==> src/rtl/div_sequencer_pkg.sv <==
// Shared types for the M-extension divide sequencer.
package div_sequencer_pkg;

    localparam int DIV_WIDTH = 32;
    localparam int DIV_CNT_W = $clog2(DIV_WIDTH);

    typedef enum logic [1:0] {
        IDLE,
        BUSY,
        DONE
    } div_state_t;

endpackage

==> src/rtl/div_step.sv <==
// One radix-2 restoring division iteration: shift in the next dividend bit,
// trial-subtract the divisor magnitude, and record the quotient bit.
module div_step #(
    parameter int WIDTH = 32
) (
    input  logic [WIDTH:0]   rem,
    input  logic [WIDTH-1:0] q,
    input  logic [WIDTH-1:0] dmag,
    output logic [WIDTH:0]   rem_next,
    output logic [WIDTH-1:0] q_next
);

    logic [WIDTH:0] shifted;
    logic [WIDTH:0] diff;
    logic           ge;

    assign shifted = {rem[WIDTH-1:0], q[WIDTH-1]};
    assign diff    = shifted - {1'b0, dmag};
    // The top bit of a settled partial remainder is always zero; folding it in
    // keeps the compare well defined even if that ever stops holding.
    assign ge      = rem[WIDTH] | (shifted >= {1'b0, dmag});

    always_comb begin
        rem_next = shifted;
        q_next   = {q[WIDTH-2:0], 1'b0};
        if (ge) begin
            rem_next = diff;
            q_next   = {q[WIDTH-2:0], 1'b1};
        end
    end

endmodule

==> src/rtl/div_sequencer.sv <==
// Multi-cycle DIV/DIVU/REM/REMU controller: sign handling, RISC-V special
// cases, and a WIDTH-step restoring divide with a one-cycle result pulse.
module div_sequencer
    import div_sequencer_pkg::*;
#(
    parameter int WIDTH = DIV_WIDTH
) (
    input  logic             clk,
    input  logic             reset_n,
    input  logic             start,
    input  logic             div_sign,
    input  logic             want_rem,
    input  logic [WIDTH-1:0] dividend,
    input  logic [WIDTH-1:0] divisor,
    input  logic             flush,
    output logic             stall,
    output logic             busy,
    output logic             result_valid,
    output logic [WIDTH-1:0] result
);

    localparam int CNT_W = $clog2(WIDTH);

    div_state_t       state;
    logic [CNT_W-1:0] cnt;
    logic [WIDTH:0]   rem_q;
    logic [WIDTH-1:0] quo_q;
    logic [WIDTH-1:0] dmag_q;
    logic             sign_q;
    logic             want_rem_q;
    logic             neg_q;
    logic             neg_r;

    logic [WIDTH:0]   rem_nx;
    logic [WIDTH-1:0] quo_nx;

    div_step #(.WIDTH(WIDTH)) u_step (
        .rem      (rem_q),
        .q        (quo_q),
        .dmag     (dmag_q),
        .rem_next (rem_nx),
        .q_next   (quo_nx)
    );

    // Operand conditioning and special-case detection for the launch cycle
    logic             a_neg;
    logic             b_neg;
    logic [WIDTH-1:0] a_mag;
    logic [WIDTH-1:0] b_mag;
    logic             div_zero;
    logic             ovf;
    logic [WIDTH-1:0] spec_res;

    assign a_neg    = div_sign & dividend[WIDTH-1];
    assign b_neg    = div_sign & divisor[WIDTH-1];
    assign a_mag    = a_neg ? (~dividend + 1'b1) : dividend;
    assign b_mag    = b_neg ? (~divisor + 1'b1) : divisor;
    assign div_zero = (divisor == '0);
    assign ovf      = div_sign & (dividend == {1'b1, {(WIDTH-1){1'b0}}}) & (&divisor);
    assign spec_res = div_zero ? (want_rem ? dividend : '1)
                               : (want_rem ? '0 : dividend);

    // Sign fix on the final iteration's outputs, registered on entry to DONE
    logic [WIDTH-1:0] fin_q;
    logic [WIDTH-1:0] fin_r;
    logic [WIDTH-1:0] fin_res;

    assign fin_q   = (sign_q & neg_q) ? (~quo_nx + 1'b1) : quo_nx;
    assign fin_r   = (sign_q & neg_r) ? (~rem_nx[WIDTH-1:0] + 1'b1) : rem_nx[WIDTH-1:0];
    assign fin_res = want_rem_q ? fin_r : fin_q;

    assign stall = start & ~flush & ~result_valid;

    always_ff @(posedge clk or negedge reset_n) begin
        if (!reset_n) begin
            state        <= IDLE;
            cnt          <= '0;
            rem_q        <= '0;
            quo_q        <= '0;
            dmag_q       <= '0;
            sign_q       <= 1'b0;
            want_rem_q   <= 1'b0;
            neg_q        <= 1'b0;
            neg_r        <= 1'b0;
            busy         <= 1'b0;
            result_valid <= 1'b0;
            result       <= '0;
        end else begin
            result_valid <= 1'b0;
            if (flush) begin
                state <= IDLE;
                busy  <= 1'b0;
            end else begin
                case (state)
                    IDLE: begin
                        if (start) begin
                            sign_q     <= div_sign;
                            want_rem_q <= want_rem;
                            neg_q      <= a_neg ^ b_neg;
                            neg_r      <= a_neg;
                            quo_q      <= a_mag;
                            dmag_q     <= b_mag;
                            rem_q      <= '0;
                            cnt        <= CNT_W'(WIDTH - 1);
                            busy       <= 1'b1;
                            if (div_zero | ovf) begin
                                state        <= DONE;
                                result       <= spec_res;
                                result_valid <= 1'b1;
                            end else begin
                                state <= BUSY;
                            end
                        end
                    end
                    BUSY: begin
                        rem_q <= rem_nx;
                        quo_q <= quo_nx;
                        cnt   <= cnt - 1'b1;
                        if (cnt == '0) begin
                            state        <= DONE;
                            result       <= fin_res;
                            result_valid <= 1'b1;
                        end
                    end
                    DONE: begin
                        state <= IDLE;
                        busy  <= 1'b0;
                    end
                    default: begin
                        state <= IDLE;
                        busy  <= 1'b0;
                    end
                endcase
            end
        end
    end

endmodule
==> config.mk <==
export PLATFORM = sky130hd
export DESIGN_NAME = div_sequencer
export DESIGN_NICKNAME = d
export VERILOG_FILES = /design/src/rtl/div_sequencer_pkg.sv /design/src/rtl/div_step.sv /design/src/rtl/div_sequencer.sv
export SDC_FILE = /design/constraint.sdc
export NUM_CORES = 1
export LEC_CHECK = 0
export CAP_MARGIN = 0
export CORE_MARGIN = 2
export CORE_UTILIZATION = 40
export CTS_CLUSTER_DIAMETER = 150
export DETAILED_ROUTE_END_ITERATION = 8
export MAX_ROUTING_LAYER = met4
export PLACE_DENSITY_LB_ADDON = 0.1
export RECOVER_POWER = 25
export SLEW_MARGIN = 20
export SYNTH_ARGS = -nofsm -noshare
export SYNTH_HDL_FRONTEND = slang
export SYNTH_HIERARCHICAL = 1
export SYNTH_SLANG_ARGS = --single-unit
==> constraint.sdc <==
create_clock -name clk -period 5.8 [get_ports clk]
set_clock_uncertainty 0.15 [all_clocks]
set_input_delay 0.87 -clock clk [delete_from_list [all_inputs] [get_ports clk]]
set_output_delay 0.87 -clock clk [all_outputs]
set_load 0.01 [all_outputs]
==> impl_results.md <==
- Relative slew slack: -71.2%
- TritonCTS clock tree: yes
- TritonCTS Buffers: 17
- Critical Path RT: 5.97 ns
- Failing checks: capacitance limit, slew limit
- Final Hold Viols: 0
- Port Buf Inserts: 104
- First-pass GRT wire length: 59400 µm
- Final period util: 92.8%
- Clk slew on worst S/H paths: 0.07 ns
- Clk Latency, worst-skew pair: 0.44 ns
- Worst Setup End Kind: flip-flop
- Post-synth EDFFs: 0
- Pwr Total: 7.38 mW
- Leak: 5.71 nW
- Non-Filler Instances: 1936
- Max Cap Violations: 1
- Critical-path cell list: ha_1, a21o_1, nor2b_4, a2111oi_4, a41oi_2, nor4_2, o31ai_2, a21oi_4, inv_2, mux2_4, or4_1, nor4_1, buf_4, a41oi_1, xor2_1, nand3_1, o211ai_1, mux2_2
- Die H: 174 µm
- RSZ-0062 raised after global routing: false
- Finished Cell Area: 13500 µm²
- Share of layout cells above drive strength 1: 7.67%
- Worst stage delay on the critical path: 0.56 ns
- Antenna diodes: 0
- Pwr dens: 548 nW/µm²
- Fmax: 186 MHz
- VDD IR max: 0.418 mV
- Mapped Cells: 1484
- Placed Area: 12800 µm²
- Core Footprint: 28600 µm²
- Tightest Pin Transition: 2.57 ns
- Row count: 62
- Slowest cell on crit path: or4_1
- Most used DFF post-synth: dfrtp_1
- Initial Util: 40.5%
- Count leader, synth: nand2_1
- Sequential share of the synthesized area: 30.7%
- Mean area per synthesized cell: 7.81 µm²
- Layout Nets: 1649
- Netlist cell types: 77
- RePlAce Congestion: 0.881
- Synth Register Bits: 142
- Pin count of the biggest net entering global routing: 98
- Cts repair resizes: 0
- H-Tree Depth: 4
- Post-synth ARST share: 100%
- Outcome: complete, but fails checks
- Clock Root Buffer: clkbuf_16
- Residual DRC: 0
- Clock sink count: 142
- Critical path class: reg2reg
- Largest area contributor in the netlist: dfrtp_1
- Startpoint Class: flip-flop
- Filler cells: 2857
- Final setup viols: 0
- Critical path data arrival time: 5.56 ns
- Layout Area Growth over Synthesis: 16.1%
- R2r setup slk: 0.42 ns
- Top cells by count, synth: nand2_1 (246), o21ai_0 (163), dfrtp_1 (142), nor2_1 (115), a21oi_1 (93)
- Initial antenna violation count: 0
- TNS Setup: 0 ns
- Synth top area share: 30.7%
- CTS hold repair buffers: 0
- Total routed wirelength: 37400 µm
- Post-DP HPWL: 27600 µm
- Vias in the first global route: 10240
- Synth warn: 6
- Antenna-violating nets left: 0
- Drt pass-1 iters: 6
- Initial DRC count: 896
- DR WL/cell: 19.3 µm
- CP Max Fanout: 12
- Grt total ovfl: 0
- Placed insts: 1904
- Num ports: 105
- Core Util, Final: 47.0%
- Buf/Inv on CP: 2
- Die Area: 30300 µm²
- Die width: 174 µm
- Vias per Instance: 5.60
- Min Tclk post-route: 5.38 ns
- Vias: 10839
- Syn Std Cell Area: 11600 µm²
- Tot GR Track Use: 25.7%
- Max Slew Vio Count: 98
- Longest Clk Path Bufs: 2
- Syn nets: 1594
- Top delay family on crit path: compound AO/OA/AOI/OAI gates
- Post-CTS Setup Bufs: 0
- Area contributors post-synth: dfrtp_1 (31%), nand2_1 (8.0%), o21ai_0 (7.0%)
- Hold Crit Class: reg2reg
[layer usage]
layer | vias up | share of wire (%) | global-route usage [%]
met5 | - | 0 | -
met4 | 0 | 1.5 | 5.46
met3 | 33 | 4.8 | 3.92
met2 | 293 | 46 | 40.0
met1 | 5201 | 48 | 35.4
li1 | 5312 | - | -
[layout by cell type, fill, tap and decap left out, types with 5 or more instances in the layout]
master,count
buf_4,35
nand2b_1,10
nor2b_1,9
nand4_1,16
nor4_1,15
o21ai_1,17
ha_1,39
and2_1,7
a31oi_1,31
a21o_1,21
o41ai_1,10
dfrtp_1,142
nand2_1,245
and3_1,5
inv_1,61
clkinv_4,5
nor2_1,114
a211o_1,6
xnor2_1,81
clkdlybuf4s50_1,103
nand3_1,20
a41oi_1,6
nor3_1,34
mux2_2,5
o21ai_0,163
mux2i_1,6
or3_1,7
nor4_2,5
a21oi_1,93
o31ai_1,19
xor2_1,68
o211ai_1,29
o22ai_1,8
a211oi_1,5
or4_1,8
clkbuf_16,17
o21bai_1,6
[per-stage QoR]
stage                     setup WS (ns)  hold WS, ns
final                             0.417        0.324
after global routing             0.0816        0.344
after CTS                         0.455        0.330
after detailed placement          0.463        0.315
after global placement            0.525        0.305
after floorplan                    1.14        0.289
[final cells by class]
type	count	area, µm²	area share, %
Clock buffer	18	439	3.26
Clock inverter	14	181	1.35
Inverter	64	240	1.79
Multi-Input combinational cell	1173	7220	53.7
Sequential cell	142	3550	26.4
Tap cell	384	480	3.57
Timing Repair Buffer	141	1340	9.95
[sequential cells by signal, indices dropped and copies added (netlist names)]
register / count
state: 2
sign_q: 1
neg_q: 1
result_valid: 1
neg_r: 1
cnt: 5
busy: 1
dmag_q: 32
result: 32
quo_q: 32
want_rem_q: 1
rem_q: 33
[worst reg2reg max path, cell delays in order (launching register included)]
cell and delay [ns]:
dfrtp_1 0.40, ha_1 0.42, a21o_1 0.25, nor2b_4 0.14
a2111oi_4 0.31, a41oi_2 0.20, nor4_2 0.32, o31ai_2 0.15
a21oi_4 0.42, inv_2 0.22, mux2_4 0.37, or4_1 0.56
nor4_1 0.31, buf_4 0.24, a41oi_1 0.15, xor2_1 0.19
nand3_1 0.10, o211ai_1 0.10, mux2_2 0.27
[cell families after synthesis]
| family | share of synthesized area [%] |
|---|---|
| AND/OR/NAND/NOR | 21.5 |
| AO/OA/AOI/OAI | 23.1 |
| buffers and inverters | 7.34 |
| XOR/XNOR | 11.3 |
| flip-flops | 30.7 |
| adder cells (fa/ha/maj) | 4.38 |
| multiplexers | 1.72 |
[report_power, final]
part	total (mW)	switching (mW)	internal, mW
registers	1.43	0.235	1.20
logic	4.76	2.90	1.85
clock network	1.19	0.492	0.697
total	7.38	3.63	3.75
[final timing paths]
path,cells after the start,from,end
worst max-delay path,18,rem_q[11]$_DFFE_PN0P_,result[31]$_DFFE_PN0P_
worst min register to register,1,result[13]$_DFFE_PN0P_,result[13]$_DFFE_PN0P_
min in group asynchronous,1,reset_n,dmag_q[6]$_DFFE_PN0P_
max in group asynchronous,2,reset_n,result[28]$_DFFE_PN0P_
worst max register to register,18,rem_q[11]$_DFFE_PN0P_,result[31]$_DFFE_PN0P_
worst min-delay path,1,result[13]$_DFFE_PN0P_,result[13]$_DFFE_PN0P_
Note: power is estimated with default switching activity, not from simulation.
